<file path="src/rtl/cpu_pkg.sv">
// Shared encodings for the 16-bit CPU: states, opcodes, ALU selects.
// Also used by the datapath and the benches.
package cpu_pkg;

  typedef enum logic [4:0] {
    S_FETCH0 = 5'd0,
    S_FETCH1 = 5'd1,
    S_FETCH2 = 5'd2,
    S_FETCH3 = 5'd3,
    S_DECODE = 5'd4,
    S_ALU1   = 5'd5,
    S_ALU2   = 5'd6,
    S_LD1    = 5'd7,
    S_LD2    = 5'd8,
    S_LD3    = 5'd9,
    S_LD4    = 5'd10,
    S_ST1    = 5'd11,
    S_ST2    = 5'd12,
    S_ST3    = 5'd13,
    S_ST4    = 5'd14,
    S_BR1    = 5'd15,
    S_BR2    = 5'd16,
    S_JMP1   = 5'd17,
    S_HALT   = 5'd31
  } state_e;

  localparam logic [6:0] OP_ADD = 7'h00;
  localparam logic [6:0] OP_SUB = 7'h01;
  localparam logic [6:0] OP_AND = 7'h02;
  localparam logic [6:0] OP_OR  = 7'h03;
  localparam logic [6:0] OP_XOR = 7'h04;
  localparam logic [6:0] OP_NOT = 7'h05;
  localparam logic [6:0] OP_LD  = 7'h10;
  localparam logic [6:0] OP_ST  = 7'h11;
  localparam logic [6:0] OP_BZ  = 7'h20;
  localparam logic [6:0] OP_BNZ = 7'h21;
  localparam logic [6:0] OP_BC  = 7'h22;
  localparam logic [6:0] OP_BV  = 7'h23;
  localparam logic [6:0] OP_BS  = 7'h24;
  localparam logic [6:0] OP_JMP = 7'h28;
  localparam logic [6:0] OP_HLT = 7'h7F;

  localparam logic [2:0] FSEL_ADD   = 3'd0;
  localparam logic [2:0] FSEL_SUB   = 3'd1;
  localparam logic [2:0] FSEL_AND   = 3'd2;
  localparam logic [2:0] FSEL_OR    = 3'd3;
  localparam logic [2:0] FSEL_XOR   = 3'd4;
  localparam logic [2:0] FSEL_NOT   = 3'd5;
  localparam logic [2:0] FSEL_PASSX = 3'd6;
  localparam logic [2:0] FSEL_INC   = 3'd7;

  typedef struct packed {
    logic c;
    logic v;
    logic s;
    logic z;
  } flags_t;

  typedef struct packed {
    logic       ld_pc;
    logic       ld_ir;
    logic       ld_mar;
    logic       rd_mem;
    logic       wr_mem;
    logic       ld_tmp;
    logic       ld_mdrz;
    logic       ld_mdrdata;
    logic       wr_reg;
    logic       rd_reg;
    logic       ld_alu;
    logic       ld_xpc;
    logic       ld_xtmp;
    logic       ld_ytmp;
    logic       ld_xreg;
    logic       ld_yreg;
    logic [2:0] wr_rega;
    logic [2:0] rd_rega;
    logic [2:0] fsel;
  } ctl_t;

  function automatic logic is_alu_op(input logic [6:0] opc);
    return opc <= OP_NOT;
  endfunction

  function automatic logic is_branch_op(input logic [6:0] opc);
    return opc inside {OP_BZ, OP_BNZ, OP_BC, OP_BV, OP_BS};
  endfunction

endpackage

</file>
<file path="src/rtl/cpu_branch_cond.sv">
// Branch decision from the captured flag register.
// Non-branch opcodes always report not taken.
module cpu_branch_cond
  import cpu_pkg::*;
(
  input  logic [6:0] opc,
  input  flags_t     flags,
  output logic       taken
);

  always_comb begin
    taken = 1'b0;
    case (opc)
      OP_BZ:   taken = flags.z;
      OP_BNZ:  taken = ~flags.z;
      OP_BC:   taken = flags.c;
      OP_BV:   taken = flags.v;
      OP_BS:   taken = flags.s;
      default: taken = 1'b0;
    endcase
  end

endmodule

</file>
<file path="src/rtl/cpu_control_unit.sv">
// Multi-cycle Moore controller: owns the CPU state and flag registers
// and decodes every datapath strobe from the current state.
module cpu_control_unit
  import cpu_pkg::*;
(
  input  logic       clk,
  input  logic       reset,
  input  logic [6:0] opc,
  input  logic [2:0] opd1,
  input  logic [2:0] opd2,
  input  logic [2:0] opd3,
  input  logic       C,
  input  logic       V,
  input  logic       S,
  input  logic       Z_det,
  output logic       ldPC,
  output logic       ldIR,
  output logic       ldMAR,
  output logic       rd_mem,
  output logic       wr_mem,
  output logic       ldtmp,
  output logic       ldMDRZ,
  output logic       ldMDRdata,
  output logic       wr_reg,
  output logic       rd_reg,
  output logic       ldALU,
  output logic       ldXPC,
  output logic       ldYPC,
  output logic       ldXtmp,
  output logic       ldYtmp,
  output logic       ldXreg,
  output logic       ldYreg,
  output logic       ldXmem,
  output logic       ldYmem,
  output logic       ldXtmp2,
  output logic       ldYtmp2,
  output logic [2:0] wr_regA,
  output logic [2:0] rd_regA,
  output logic [2:0] fsel,
  output logic [4:0] state,
  output logic [4:0] next_state,
  output logic       halted,
  output logic       illegal_op
);

  state_e state_q, state_d;
  flags_t flags_q, flags_d;
  logic   illegal_q, illegal_d;
  logic   taken;
  ctl_t   ctl, ctl_o;

  cpu_branch_cond u_br (
    .opc   (opc),
    .flags (flags_q),
    .taken (taken)
  );

  always_ff @(posedge clk) begin
    if (reset) begin
      state_q   <= S_FETCH0;
      flags_q   <= '0;
      illegal_q <= 1'b0;
    end else begin
      state_q   <= state_d;
      flags_q   <= flags_d;
      illegal_q <= illegal_d;
    end
  end

  always_comb begin
    ctl       = '0;
    state_d   = state_q;
    flags_d   = flags_q;
    illegal_d = illegal_q;
    case (state_q)
      S_FETCH0: begin
        ctl.ld_xpc = 1'b1;
        ctl.fsel   = FSEL_PASSX;
        ctl.ld_alu = 1'b1;
        state_d    = S_FETCH1;
      end
      S_FETCH1: begin
        ctl.ld_mar = 1'b1;
        ctl.rd_mem = 1'b1;
        state_d    = S_FETCH2;
      end
      S_FETCH2: begin
        ctl.rd_mem     = 1'b1;
        ctl.ld_mdrdata = 1'b1;
        ctl.ld_xpc     = 1'b1;
        ctl.fsel       = FSEL_INC;
        ctl.ld_alu     = 1'b1;
        state_d        = S_FETCH3;
      end
      S_FETCH3: begin
        ctl.ld_ir = 1'b1;
        ctl.ld_pc = 1'b1;
        state_d   = S_DECODE;
      end
      S_DECODE: begin
        ctl.rd_reg  = 1'b1;
        ctl.rd_rega = opd2;
        ctl.ld_tmp  = 1'b1;
        unique case (1'b1)
          is_alu_op(opc):    state_d = S_ALU1;
          opc == OP_LD:      state_d = S_LD1;
          opc == OP_ST:      state_d = S_ST1;
          opc == OP_JMP:     state_d = S_JMP1;
          opc == OP_HLT:     state_d = S_HALT;
          is_branch_op(opc): state_d = taken ? S_BR1 : S_FETCH0;
          default: begin
            state_d   = S_HALT;
            illegal_d = 1'b1;
          end
        endcase
      end
      S_ALU1: begin
        ctl.rd_reg  = 1'b1;
        ctl.rd_rega = opd3;
        ctl.ld_xtmp = 1'b1;
        ctl.ld_yreg = 1'b1;
        ctl.fsel    = opc[2:0];
        ctl.ld_alu  = 1'b1;
        state_d     = S_ALU2;
      end
      S_ALU2: begin
        ctl.wr_reg  = 1'b1;
        ctl.wr_rega = opd1;
        flags_d     = '{c: C, v: V, s: S, z: Z_det};
        state_d     = S_FETCH0;
      end
      S_LD1, S_ST1, S_JMP1: begin
        ctl.ld_xtmp = 1'b1;
        ctl.fsel    = FSEL_PASSX;
        ctl.ld_alu  = 1'b1;
        state_d     = (state_q == S_LD1)  ? S_LD2 :
                      (state_q == S_ST1)  ? S_ST2 : S_BR2;
      end
      S_LD2: begin
        ctl.ld_mar = 1'b1;
        ctl.rd_mem = 1'b1;
        state_d    = S_LD3;
      end
      S_LD3: begin
        ctl.rd_mem     = 1'b1;
        ctl.ld_mdrdata = 1'b1;
        state_d        = S_LD4;
      end
      S_LD4: begin
        ctl.wr_reg  = 1'b1;
        ctl.wr_rega = opd1;
        state_d     = S_FETCH0;
      end
      S_ST2: begin
        ctl.ld_mar  = 1'b1;
        ctl.rd_reg  = 1'b1;
        ctl.rd_rega = opd1;
        ctl.ld_xreg = 1'b1;
        ctl.fsel    = FSEL_PASSX;
        ctl.ld_alu  = 1'b1;
        state_d     = S_ST3;
      end
      S_ST3: begin
        ctl.ld_mdrz = 1'b1;
        state_d     = S_ST4;
      end
      S_ST4: begin
        ctl.wr_mem = 1'b1;
        state_d    = S_FETCH0;
      end
      S_BR1: begin
        ctl.ld_xpc  = 1'b1;
        ctl.ld_ytmp = 1'b1;
        ctl.fsel    = FSEL_ADD;
        ctl.ld_alu  = 1'b1;
        state_d     = S_BR2;
      end
      S_BR2: begin
        ctl.ld_pc = 1'b1;
        state_d   = S_FETCH0;
      end
      S_HALT:  state_d = S_HALT;
      default: state_d = S_FETCH0;
    endcase
  end

  // Reset masks every strobe so an abandoned LD/ST never writes.
  assign ctl_o = reset ? '0 : ctl;

  assign ldPC      = ctl_o.ld_pc;
  assign ldIR      = ctl_o.ld_ir;
  assign ldMAR     = ctl_o.ld_mar;
  assign rd_mem    = ctl_o.rd_mem;
  assign wr_mem    = ctl_o.wr_mem;
  assign ldtmp     = ctl_o.ld_tmp;
  assign ldMDRZ    = ctl_o.ld_mdrz;
  assign ldMDRdata = ctl_o.ld_mdrdata;
  assign wr_reg    = ctl_o.wr_reg;
  assign rd_reg    = ctl_o.rd_reg;
  assign ldALU     = ctl_o.ld_alu;
  assign ldXPC     = ctl_o.ld_xpc;
  assign ldXtmp    = ctl_o.ld_xtmp;
  assign ldYtmp    = ctl_o.ld_ytmp;
  assign ldXreg    = ctl_o.ld_xreg;
  assign ldYreg    = ctl_o.ld_yreg;
  assign wr_regA   = ctl_o.wr_rega;
  assign rd_regA   = ctl_o.rd_rega;
  assign fsel      = ctl_o.fsel;
  assign ldYPC     = 1'b0;
  assign ldXmem    = 1'b0;
  assign ldYmem    = 1'b0;
  assign ldXtmp2   = 1'b0;
  assign ldYtmp2   = 1'b0;

  assign state      = state_q;
  assign next_state = reset ? 5'd0 : state_d;
  assign halted     = ~reset & (state_q == S_HALT);
  assign illegal_op = illegal_q;

endmodule

</file>
<file path="config.mk">
export PLATFORM = sky130hd
export DESIGN_NAME = cpu_control_unit
export DESIGN_NICKNAME = d
export VERILOG_FILES = /design/src/rtl/cpu_pkg.sv /design/src/rtl/cpu_branch_cond.sv /design/src/rtl/cpu_control_unit.sv
export SDC_FILE = /design/constraint.sdc
export NUM_CORES = 1
export LEC_CHECK = 0
export CAP_MARGIN = 20
export CELL_PAD_IN_SITES_DETAIL_PLACEMENT = 0
export CELL_PAD_IN_SITES_GLOBAL_PLACEMENT = 2
export CORE_UTILIZATION = 21
export CTS_CLUSTER_DIAMETER = 150
export DETAILED_ROUTE_END_ITERATION = 10
export GPL_TIMING_DRIVEN = 0
export PLACE_DENSITY = 0.91
export SLEW_MARGIN = 20
export SYNTH_ARGS = -nofsm -noshare
export SYNTH_HDL_FRONTEND = slang
export SYNTH_SLANG_ARGS = --single-unit
</file>
<file path="constraint.sdc">
create_clock -name clk -period 2.1 [get_ports clk]
set_input_delay 0.21 -clock clk [delete_from_list [all_inputs] [get_ports clk]]
set_output_delay 0.21 -clock clk [all_outputs]
set_load 0.005 [all_outputs]
</file>
==> reports/metrics.yaml <==
outcome: "finished, final reports clean"
grt_pass1_vias: 1541
finalHoldViolCount: 0
drv_slew: 0
fin_crit_sh: 0.972
drcViolationCount: 0
top_level_ports: 64
synthFlopType: "dfxtp_1"
antennaDiodeCount: 0
synth_cells: 185
firstDrtPassIters: 4
layout_common_cells: "34 x clkdlybuf4s50_1, 20 x nor2_1, 15 x buf_4, 13 x nand2_1"
layout_min_cycle_time_ns: 2.04
clock_skew_ns: 0.00266
die_h_microns: 78.9
crit_type: "flop to primary output"
ir_drop_uv: 500
maxCapViolCount: 0
cts_tree: "yes"
powerDensity_nw_per_um2: 403
max_slew_margin: 0.650
finalSetupTns_ns: 0
max_stage_delay_ns: 0.55
yosysSeqAreaShare: 0.161
cp.required_ns: 1.89
critPathLaunchType: "flop"
grt_max_degree: 11
met3_length_microns: 326
avgRoutedWirePerCell_microns: 14.7
syn_to_final_growth_pct: 84.4
grt_pass1_wl_microns: 7580
grt_overflow: 0
place_hpwl_microns: 3680
rsz0062_at_grt: "true"
max_clock_freq_mhz: 490
dieArea_sq_um: 6230
gr-usage-all-layers: 0.151
htreeDepth: 1
cp_max_fo: 6
dieWidth_microns: 78.9
end_kind: "primary output"
cts_buffers: 3
fillers: 611
hold_class: "input pin to flop"
clk_pin_slew_ns: 0.05
clk_latency_ns: 0.23
start_util: 0.222
syn_area_per_cell_sq_um: 6.72
cts_sinks: 10
numPortBuffers: 56
path_cells: "or4b_4 -> a21oi_4 -> a21oi_1 -> a311oi_2 -> buf_2"
first_iter_violations: 70
vias: 1649
drive_gt1_frac: 0.295
clk_path_buf_depth: 2
worst_pin_slew_ns: 0.525
synth-edff-count: 0
root_buffer: "clkbuf_8"
final_net_count: 281
antenna_found_initial: 0
rows: 27
async_flop_share: 0
drt-total-wl_microns: 4860
slowest_stage: "or4b_4"
top_layer: "met3"
netlist_area_sq_um: 1240
vias_per_cell: 5.00
final_common_cell: "clkdlybuf4s50_1"
setup_viol: 0
ys_ff_latch: 10
yosysUniqueCellTypes: 50
ctsHoldBuffers: 0
yosys_warnings: 0
p_leak_uw: 0.00104
wirelength_met1_microns: 2270
worst_ep_arrival_time_ns: 1.83
gp_congestion: 0.802
antenna_left: 0
wl_met2_microns: 2270
fp.coreArea_sq_um: 5610
total_power_uw: 923
## cells in the mapped netlist (2+ instances only)
master,instances,area share
xnor2_1,2,0.014
clkbuf_1,4,0.012
nor4_1,2,0.010
nand3_1,6,0.024
a311oi_1,4,0.028
and2_1,4,0.020
mux2i_1,9,0.073
o21a_1,2,0.012
buf_2,10,0.040
and4_1,2,0.014
nor4b_1,2,0.014
a31oi_1,3,0.015
nand4_1,3,0.015
a32o_1,2,0.016
or2_1,2,0.010
a211oi_1,2,0.012
nor2_1,21,0.063
o21ai_0,6,0.024
nor2b_1,3,0.015
o32a_1,2,0.016
inv_1,7,0.021
and3_1,3,0.015
nand2b_1,6,0.030
a21oi_1,9,0.036
o22ai_1,3,0.015
nor3b_1,2,0.012
dfxtp_1,10,0.16
o31ai_1,2,0.012
nand3b_1,2,0.012
nor3_1,12,0.048
nand2_1,15,0.045
buf_4,5,0.030
## kinds of logic after synthesis
| logic type | count (synthesis) | share of synthesized area |
|---|---|---|
| adders and majority gates | 1 | 0.00906 |
| and+or+nand+nor | 88 | 0.368 |
| buffers and inverters | 28 | 0.110 |
| muxes | 9 | 0.0725 |
| xor gates and xnor gates | 3 | 0.0212 |
| DFF | 10 | 0.161 |
| AOI/OAI and AO/OA | 45 | 0.256 |
| other | 1 | 0.00302 |
## metrics by stage
step | area [sq um] | setup WS [ns] | hold WS, ns | std cells | util
CTS | 2160 | -0.000574 | 0.427 | 326 | 0.386
global placement | 1910 | -0.562 | 0.468 | 317 | 0.340
finish | 2290 | 0.0596 | 0.430 | 330 | 0.409
global route | 2290 | -0.0200 | 0.448 | 330 | 0.409
floorplan | 1260 | 0.475 | 0.308 | 189 | -
detailed placement | 1910 | -0.573 | 0.469 | 317 | 0.340
## routing by layer
layer  track usage  up-vias
li1              -      815
met2         0.260       63
met4        0.0200        0
met3        0.0322        0
met5             0        -
met1         0.198      771
## worst max-delay path: cells and delay by family, from the launching register on
family	cells	cell delay [ns]
flops	1	0.37
simple gates	1	0.55
buf+inv	1	0.16
compound gates	3	0.52
## final cells by class
| cell class | count | area [sq um] | area share |
|---|---|---|---|
| buffer | 20 | 174 | 0.0759 |
| clock buffer | 4 | 55.1 | 0.0240 |
| inverter | 8 | 30.0 | 0.0131 |
| multi-input combinational | 151 | 1110 | 0.486 |
| sequential | 10 | 213 | 0.0928 |
| tap | 72 | 90.1 | 0.0393 |
| timing repair buffer | 65 | 617 | 0.269 |
## power breakdown
part	switching (uW)	internal, uW
combinational	231	240
sequential	16.4	201
clock	69.8	164
total	317	605
## registers in the layout (all words and copies together) (netlist names)
signal and flops:
flags_q 4, illegal_op 1, state 5
## path summary, 6_finish.rpt
check	endpoint	cells after the start	start	slack (ns)
worst max register to register	state[4]	7	state[3]	0.48
worst max-delay path	next_state[1]	5	state[0]	0.06
worst min register to register	illegal_op	2	illegal_op	0.48
worst min-delay path	illegal_op	4	opc[1]	0.43
## what timing repair did
item / CTS / global route
setup buffers: 5 / 3
setup endpoints to repair: 31 / 22
cloned: 0 / 1
pin swaps: 10 / 7
gates resized for setup: 76 / 35
(Power assumes the default switching activity.)
